`src/rtl/fft_seq_pkg.sv`:
```
// Shared types, default widths and the address saturation limit
// for the multi-channel FFT sequencer.
package fft_seq_pkg;

  localparam int BW_FFTP_D = 12;
  localparam int NUM_CH_D  = 2;
  localparam int BW_CH_D   = 1;
  localparam int NUM_COL_D = 400;
  localparam int BW_X_D    = 9;
  localparam int BW_STEP_D = 5;

  typedef enum logic [3:0] {
    IDLE,
    LOAD,
    WAIT_FFT,
    FETCH,
    ADD,
    RO_REQ,
    RO_WAIT,
    SW_REQ,
    SW_WAIT,
    NEXT
  } state_t;

  // Highest usable bin: only the lower half of the spectrum is meaningful.
  function automatic int unsigned sat_limit(input int bw);
    return (32'd1 << (bw - 1)) - 32'd1;
  endfunction

endpackage

```
`src/rtl/fft_seq_addr_acc.sv`:
```
// FFT-core read address accumulator with clear, saturation
// at the usable-bin limit and a sticky saturation flag.
module fft_seq_addr_acc
  import fft_seq_pkg::*;
#(
  parameter int BW_FFTP = BW_FFTP_D,
  parameter int BW_STEP = BW_STEP_D
) (
  input  logic               clk,
  input  logic               rst,
  input  logic               clr,
  input  logic               add,
  input  logic               sat_clr,
  input  logic [BW_STEP-1:0] step,
  output logic [BW_FFTP-1:0] addr,
  output logic               sat
);

  localparam int SW =
    (BW_FFTP > BW_STEP ? BW_FFTP : BW_STEP) + 1;
  localparam logic [SW-1:0] LIM = SW'(sat_limit(BW_FFTP));

  logic [SW-1:0] sum;

  assign sum = SW'(addr) + SW'(step);

  always_ff @(posedge clk or posedge rst) begin
    if (rst) begin
      addr <= '0;
      sat  <= 1'b0;
    end else begin
      if (clr) begin
        addr <= '0;
      end else if (add) begin
        if (sum > LIM) begin
          addr <= BW_FFTP'(LIM);
          sat  <= 1'b1;
        end else begin
          addr <= sum[BW_FFTP-1:0];
        end
      end
      if (sat_clr) sat <= 1'b0;
    end
  end

endmodule

```
`src/rtl/fft_sequencer_mc.sv`:
```
// Multi-channel FFT sequencer: loader, step walk, RO and SW handshakes.
// Optional macro FFTSEQ_OVERLAP_LOAD_EN overlaps the next channel's load.
module fft_sequencer_mc
  import fft_seq_pkg::*;
#(
  parameter int BW_FFTP = BW_FFTP_D,
  parameter int NUM_CH  = NUM_CH_D,
  parameter int BW_CH   = BW_CH_D,
  parameter int NUM_COL = NUM_COL_D,
  parameter int BW_X    = BW_X_D,
  parameter int BW_STEP = BW_STEP_D
) (
  input  logic               Clock,
  input  logic               Reset,
  input  logic               StartFFT,
  output logic               Busy,
  output logic               StartFFTLoader,
  output logic [BW_CH-1:0]   LoaderCh,
  input  logic               FFTEnd,
  output logic [BW_X-1:0]    StepAddr,
  input  logic [BW_STEP-1:0] StepQ,
  output logic [BW_FFTP-1:0] FFTCReadAddr,
  output logic               AddrSat,
  output logic               StartRO,
  input  logic               BusyRO,
  input  logic               EndRO,
  output logic               StartSW,
  input  logic               BusySW,
  input  logic               EndSW,
  output logic [BW_X-1:0]    X,
  output logic [BW_CH-1:0]   Ch,
  input  logic [NUM_CH-1:0]  DirMask
);

  localparam logic [BW_X-1:0]  LAST_COL = BW_X'(NUM_COL - 1);
  localparam logic [BW_CH-1:0] LAST_CH  = BW_CH'(NUM_CH - 1);

  state_t           state;
  logic [BW_CH-1:0] ch;
  logic [BW_X-1:0]  col;
  logic             last_col;
  logic             last_ch;
  logic             acc_clr;
  logic             acc_add;
  logic             sat_clr;

  assign last_col = (col == LAST_COL);
  assign last_ch  = (ch == LAST_CH);
  assign acc_add  = (state == ADD);
  assign sat_clr  = (state == IDLE) && StartFFT;
  assign acc_clr  = (state == LOAD) ||
                    ((state == NEXT) && last_col && !last_ch);

  fft_seq_addr_acc #(
    .BW_FFTP(BW_FFTP),
    .BW_STEP(BW_STEP)
  ) u_acc (
    .clk    (Clock),
    .rst    (Reset),
    .clr    (acc_clr),
    .add    (acc_add),
    .sat_clr(sat_clr),
    .step   (StepQ),
    .addr   (FFTCReadAddr),
    .sat    (AddrSat)
  );

`ifdef FFTSEQ_OVERLAP_LOAD_EN
  logic ovl;
  logic pend;
  logic go_fft;

  assign go_fft = FFTEnd || pend;
`else
  logic go_fft;

  assign go_fft = FFTEnd;
`endif

  always_ff @(posedge Clock or posedge Reset) begin
    if (Reset) begin
      state          <= IDLE;
      ch             <= '0;
      col            <= '0;
      Busy           <= 1'b0;
      StartFFTLoader <= 1'b0;
      LoaderCh       <= '0;
      StepAddr       <= '0;
      StartRO        <= 1'b0;
      StartSW        <= 1'b0;
      X              <= '0;
      Ch             <= '0;
`ifdef FFTSEQ_OVERLAP_LOAD_EN
      ovl            <= 1'b0;
      pend           <= 1'b0;
`endif
    end else begin
      StartFFTLoader <= 1'b0;
      StartRO        <= 1'b0;
      StartSW        <= 1'b0;
`ifdef FFTSEQ_OVERLAP_LOAD_EN
      // Early completion of the overlapped load is held until needed.
      if (ovl && FFTEnd && state != WAIT_FFT) begin
        pend <= 1'b1;
        ovl  <= 1'b0;
      end
`endif
      unique case (state)
        IDLE: begin
          if (StartFFT) begin
            Busy           <= 1'b1;
            ch             <= '0;
            col            <= '0;
            StartFFTLoader <= 1'b1;
            LoaderCh       <= '0;
            state          <= LOAD;
          end
        end
        LOAD: state <= WAIT_FFT;
        WAIT_FFT: begin
          if (go_fft) begin
            StepAddr <= col;
            state    <= FETCH;
`ifdef FFTSEQ_OVERLAP_LOAD_EN
            pend <= 1'b0;
            ovl  <= 1'b0;
            if (last_col && !last_ch) begin
              StartFFTLoader <= 1'b1;
              LoaderCh       <= ch + 1'b1;
              ovl            <= 1'b1;
            end
`endif
          end
        end
        FETCH: state <= ADD;
        ADD:   state <= RO_REQ;
        RO_REQ: begin
          if (!BusyRO) begin
            StartRO <= 1'b1;
            state   <= RO_WAIT;
          end
        end
        RO_WAIT: if (EndRO) state <= SW_REQ;
        SW_REQ: begin
          if (!BusySW) begin
            StartSW <= 1'b1;
            X       <= DirMask[ch] ? LAST_COL - col : col;
            Ch      <= ch;
            state   <= SW_WAIT;
          end
        end
        SW_WAIT: if (EndSW) state <= NEXT;
        NEXT: begin
          if (!last_col) begin
            col      <= col + 1'b1;
            StepAddr <= col + 1'b1;
            state    <= FETCH;
`ifdef FFTSEQ_OVERLAP_LOAD_EN
            if ((col + 1'b1) == LAST_COL && !last_ch) begin
              StartFFTLoader <= 1'b1;
              LoaderCh       <= ch + 1'b1;
              ovl            <= 1'b1;
            end
`endif
          end else if (!last_ch) begin
            ch  <= ch + 1'b1;
            col <= '0;
`ifdef FFTSEQ_OVERLAP_LOAD_EN
            state <= WAIT_FFT;
`else
            StartFFTLoader <= 1'b1;
            LoaderCh       <= ch + 1'b1;
            state          <= LOAD;
`endif
          end else begin
            Busy  <= 1'b0;
            state <= IDLE;
          end
        end
        default: state <= IDLE;
      endcase
    end
  end

endmodule
```
`config.mk`:
```
export PLATFORM = sky130hd
export DESIGN_NAME = fft_sequencer_mc
export DESIGN_NICKNAME = d
export VERILOG_FILES = /design/src/rtl/fft_seq_pkg.sv /design/src/rtl/fft_seq_addr_acc.sv /design/src/rtl/fft_sequencer_mc.sv
export SDC_FILE = /design/constraint.sdc
export NUM_CORES = 1
export LEC_CHECK = 0
export ABC_AREA = 1
export CAP_MARGIN = 20
export CORE_UTILIZATION = 69
export DETAILED_ROUTE_END_ITERATION = 10
export DONT_BUFFER_PORTS = 1
export PLACE_DENSITY = 0.85
export SETUP_SLACK_MARGIN = 0.15
export SYNTH_ARGS = -nofsm -noshare
export SYNTH_HDL_FRONTEND = slang
export SYNTH_HIERARCHICAL = 1
export SYNTH_SLANG_ARGS = --single-unit
```
`constraint.sdc`:
```
create_clock -name Clock -period 6.6 [get_ports Clock]
set_clock_uncertainty 0.05 [all_clocks]
set_input_delay 1.32 -clock Clock [delete_from_list [all_inputs] [get_ports Clock]]
set_output_delay 1.32 -clock Clock [all_outputs]
set_load 0.05 [all_outputs]
```
==> run_results.csv, run 1 <==
group,metric,value,unit
die,start_util,72.3,%
run,drv_cap,0,
hold_path,hp-class,"flop to flop",
layout,fillers,360,
worst_setup_path,critPathArrivalTime,2.65,ns
yosys,ys_top_cells_by_area,"dfrtp_1 (40%), nand2_1 (17%), nand3_1 (6.1%)",
clock_network,post_cts_buffers,0,
sta,rsz0062_at_grt,"no",
clock_network,clock_latency,0.30,ns
layout,stdcell_area,3310,sq um
yosys,ys_seq_area_share,40.0,%
worst_setup_path,crit_slowest_cell,"dfrtp_1",
pwr,total_power,1.39,mW
global_route,grt.met3_usage,5.48,%
placement,portBuffers,0,
yosys,postSynth.asyncResetShare,100,%
global_route,grt_overflow,0,
global_route,grt_pass1_wl,10900,um
yosys,synth.largest_area_cell,"dfrtp_1",
worst_setup_path,startpoint_type,"flop",
clock_network,cts_tree,"done",
yosys,synth_top_area_share,40.0,%
route,viasPerCell,5.67,
sta,fin_crit,2.52,ns
global_route,busiest_layer,"met2",
route,dr_total_vias,2654,
sta,tns,0,ns
sta,worstMarginPinSlew,0.967,ns
global_route,use_met1,34.2,%
worst_setup_path,startpoint,"col[4]",
placement,place_area,3200,sq um
clock_network,holdBufCountCts,0,
global_route,antenna_found_initial,0,
layout,area_growth,3.60,%
yosys,ys.warnings.count,6,
global_route,grt_start_max_net_pins,39,
yosys,synth_seq_cells,51,
worst_setup_path,critPathKind,"flop to flop",
route,wl_per_cell,13.8,um
yosys,syn_inst,414,
pwr,peakVddDrop,0.000292,V
die,core,4410,sq um
clock_network,cts_buffers,5,
sta,period_share,38.1,%
global_route,grt_use_total,27.9,%
worst_setup_path,path_cells,"inv_1 > ha_1 > nand2_1 > nor2_1 > nand3_2 > or2_1 > nand2_1 > nor2_8 > nand2_1 > clkinv_1 > nand2_4 > o21ai_0",
worst_setup_path,cp.depth,12,
clock_network,cts_root_buf,"clkbuf_8",
yosys,synth.most_common_cell,"nand2_1",
yosys,syn-num-nets,438,
placement,dp_hpwl,4870,um
worst_setup_path,cpPeakStageDelay,0.43,ns
route,drt_iter0_drc,117,
die,die_y,70.0,um
worst_setup_path,endpoint_kind,"flop",
yosys,ys.flop_type,"dfrtp_1",
clock_network,htreeDepth,2,
hold_path,holdPathStages,3,
yosys,synth_area_per_cell,7.71,sq um
sta,drv_slew,0,
yosys,synth_common_cells,"nand2_1 (147), dfrtp_1 (51), inv_1 (45), nand3_1 (39), o21ai_0 (22)",
worst_setup_path,critical-path-top-delay-family,"simple AND/OR/NAND/NOR gates",
die,dieArea,4900,sq um
layout,n_antenna_cell,0,
clock_network,clkTransAtPathRegs,0.09,ns
route,drt_wl_total,6460,um
clock_network,cts.sinks,51,
run_status,run_status,"finished, final reports clean",
die,die_w,70.0,um
hold_path,min_from,"ch",
sta,whs,0.517,ns
yosys,synth_edf_count,0,
layout,nNetsFinal,440,
route,detail-route-antenna-nets,0,
sta,slew_headroom,35.0,%
route,first_pass_iters,6,
global_route,grtUsageMet2,49.9,%
pwr,p_per_area,420,nW/um^2
pwr,p_leak,1.84,nW
worst_setup_path,critPathBufInv,2,
yosys,syn_area,3190,sq um
worst_setup_path,required,6.74,ns
placement,gp_congestion,0.839,
route,drc_errors,0,
sta,fmax,397,MHz
worst_setup_path,crit_top_cell,"nand2_1",
sta,hold_viol,0,
clock_network,cts_resized,0,
global_route,grt_pass1_vias,2509,
layout,drive_gt1_share,12.0,%
die,num_rows,24,
die,ioPinCount,52,
worst_setup_path,reg2regPathDepth,12,
sta,setup-violations-final,0,
worst_setup_path,cp_max_fo,12,
yosys,synth.distinct_cells,36,
worst_setup_path,r2r_start,"col[4]",
clock_network,ctsLongestPathBuffers,2,
==> path summary, 6_finish.rpt <==
path,endpoint,slack (ns)
max in group asynchronous,StepAddr[0],5.21
worst min register to register,Busy,0.52
worst max register to register,u_acc/addr[7],4.08
worst min-delay path,Busy,0.52
worst max-delay path,u_acc/addr[7],4.08
min in group asynchronous,u_acc/addr[0],0.86
==> cell usage in the layout, fill, tap and decap left out, types with 2 or more instances in the layout <==
cell type,count
clkbuf_8,5
nor2_8,3
nand3b_1,3
inv_1,45
nand3_2,10
nand2_4,6
nor2_2,4
o21ai_0,22
nor3_1,3
inv_2,6
nand2_1,147
ha_1,8
nand3_1,39
dfrtp_1,51
o21ai_1,7
nand2_2,6
xor2_1,8
nand4_1,3
a21oi_1,5
nor2_1,17
nand3_4,2
==> final cells by class <==
type | count | area, sq um | share of cell area, %
well taps | 52 | 65.1 | 1.97
repair buffers | 1 | 7.51 | 0.227
clock inverters | 2 | 37.5 | 1.13
flip-flops and latches | 51 | 1280 | 38.6
multi-input cells | 304 | 1650 | 49.8
clock buffers | 5 | 68.8 | 2.08
inverters | 53 | 204 | 6.16
==> power breakdown <==
| group | switching (mW) | internal, mW | leakage (nW) | total [mW] |
|---|---|---|---|---|
| Combinational | 0.269 | 0.141 | 1.11 | 0.410 |
| Sequential | 0.368 | 0.399 | 0.683 | 0.767 |
| Clock | 0.102 | 0.111 | 0.0502 | 0.213 |
==> state kept, by name (all words and copies together) (netlist names), 4 cells and up <==
signal	cells
X	9
col	9
state	4
u_acc/addr	12
StepAddr	9
==> metrics by stage <==
step	cells	utilization (%)	setup WS (ns)
floorplan	414	-	3.92
global placement	461	72.5	3.84
detailed placement	461	72.5	3.77
CTS	468	74.9	4.07
global route	468	74.9	3.87
finish	468	74.9	4.08
==> worst reg2reg max path: stages, from the launching register on <==
cell	delay, ns
dfrtp_1	0.43
inv_1	0.18
ha_1	0.23
nand2_1	0.07
nor2_1	0.12
nand3_2	0.18
or2_1	0.29
nand2_1	0.28
nor2_8	0.10
nand2_1	0.08
clkinv_1	0.09
nand2_4	0.19
o21ai_0	0.12
==> routing by layer <==
layer  wire [um]  vias up
met2        3300      101
met4          91        0
met3         421       11
li1            -     1313
met5           0        -
met1        2650     1229
==> cells by family (layout without fill, tap and decap cells) <==
kind of cell	count (synthesis)	after routing	share of synthesized area (%)
buf+inv	59	61	8.39
xor+xnor	9	9	2.47
flops	51	51	40.0
compound gates	38	38	6.51
fa+ha+maj	9	9	3.76
simple gates	248	248	38.9
(Power assumes the default switching activity.)
==> inputs of run 2 (changes only) <==
- CORE_UTILIZATION: 69 -> 58
- PLACE_DENSITY: 0.85 -> 0.76
- clock period: 6.6 -> 2.06 ns (I/O delays scaled with it)
==> run_results.csv, run 2 (same netlist as run 1, synthesis figures left out) <==
group,metric,value,unit
worst_setup_path,critPathArrivalTime,1.95,ns
global_route,grt_pass1_wl,12900,um
worst_setup_path,r2r_start,"u_acc/addr[2]",
layout,stdcell_area,3680,sq um
sta,fmax,553,MHz
die,num_rows,26,
placement,place_area,3450,sq um
worst_setup_path,cp_max_fo,6,
die,start_util,61.3,%
sta,setup-violations-final,0,
route,detail-route-antenna-nets,0,
route,drt_wl_total,7340,um
worst_setup_path,critPathBufInv,1,
placement,dp_hpwl,5320,um
global_route,antenna_found_initial,0,
layout,top_register,"u_acc/addr",
clock_network,cts_buffers,5,
pwr,peakVddDrop,0.000871,V
sta,worstMarginPinSlew,0.586,ns
run,drv_cap,0,
global_route,grt_use_total,27.5,%
clock_network,clkTransAtPathRegs,0.09,ns
global_route,grt_start_max_net_pins,39,
route,wl_per_cell,14.1,um
clock_network,cts_root_buf,"clkbuf_8",
route,viasPerCell,5.43,
route,first_pass_iters,4,
layout,fillers,423,
clock_network,clock_latency,0.30,ns
route,drc_errors,0,
hold_path,hp-class,"input port to asynchronous set/reset pin",
worst_setup_path,required,2.20,ns
sta,whs,0.0805,ns
route,drt_iter0_drc,98,
worst_setup_path,startpoint,"u_acc/addr[2]",
pwr,p_per_area,1290,nW/um^2
sta,setup_ws,0.251,ns
clock_network,cts_tree,"done",
global_route,grt_overflow,0,
die,die_w,76.2,um
layout,n_antenna_cell,0,
sta,drv_slew,0,
worst_setup_path,critPathKind,"flop to flop",
die,core,5200,sq um
layout,drive_gt1_share,21.6,%
placement,portBuffers,0,
clock_network,htreeDepth,2,
placement,place_ws,0.0515,ns
pwr,p_leak,2.02,nW
worst_setup_path,critical-path-top-delay-family,"simple AND/OR/NAND/NOR gates",
layout,nNetsFinal,473,
worst_setup_path,endpoint_kind,"flop",
sta,tns,0,ns
clock_network,ctsLongestPathBuffers,2,
die,dieArea,5810,sq um
sta,slew_headroom,61.0,%
die,die_y,76.2,um
sta,hold_viol,0,
sta,period_share,87.8,%
layout,layout_common_cells,"nand2_1 (144), dfrtp_1 (49), inv_1 (42)",
run_status,run_status,"finished, final reports clean",
worst_setup_path,cpPeakStageDelay,0.40,ns
clock_network,cts.sinks,51,
worst_setup_path,path_cells,"ha_1 > nand3_1 > nand3_2 > nand3_1 > nand3_1 > nand2_2 > clkinv_4 > nand2_8 > nand3_4",
layout,largest_reg_flops,12,
global_route,grt_pass1_vias,2826,
route,dr_total_vias,2822,
layout,area_growth,15.2,%
worst_setup_path,crit_top_cell,"nand3_1",
die,ioPinCount,52,
worst_setup_path,startpoint_type,"flop",
sta,fin_crit,1.81,ns
layout,layout_commonest_cell,"nand2_1",
worst_setup_path,crit_slowest_cell,"dfrtp_1",
layout,final_core_util,70.6,%
sta,rsz0062_at_grt,"no",
placement,gp_congestion,0.888,
## run 2: area by class of cell
type / instances / area (sq um) / share of cell area (%)
clock buffer: 6 / 82.6 / 2.25
sequential: 51 / 1280 / 34.8
timing repair buffer: 33 / 250 / 6.81
clock inverter: 2 / 35.0 / 0.953
tap: 70 / 87.6 / 2.38
inverter: 53 / 209 / 5.68
multi-input combinational: 305 / 1730 / 47.2
## run 2: worst paths after layout
kind                                        to  slack (ns)  depth (start not counted)
worst max-delay path            u_acc/addr[10]        0.25                          9
worst min-delay path                    col[3]        0.08                          2
worst max register to register  u_acc/addr[10]        0.25                          9
worst min register to register   u_acc/addr[1]        0.53                          2
max in group asynchronous        u_acc/addr[0]        1.04                          2
min in group Clock                     StartRO        0.13                          1
## run 2: power breakdown
part | switching (mW) | leakage, nW | total, mW | internal, mW
registers | 0.934 | 0.680 | 2.22 | 1.29
logic | 1.20 | 1.28 | 1.82 | 0.626
clock network | 0.323 | 0.0612 | 0.716 | 0.393
## run 2: repair_timing
action                                  in CTS  in global routing
gates resized for setup                      6                  7
endpoints found under the setup margin      12                 13
hold endpoints to repair                    13                  0
cloned                                       1                  0
setup buffers                                1                  4
pin swaps                                    1                  5
hold buffers                                 1                  0
## run 2: routing by layer
metal	wire length [um]	global-route usage [%]	share of wire, %
met5	0	0	0
met4	83	9.04	1.1
met3	272	4.55	3.7
met2	3930	51.1	54
met1	3050	32.1	42
## run 2: per-stage QoR
step	std cells	power (mW)
after floorplan	414	3.53
after global placement	505	3.93
after detailed placement	505	3.98
after CTS	516	4.74
after global routing	520	5.05
final	520	4.76
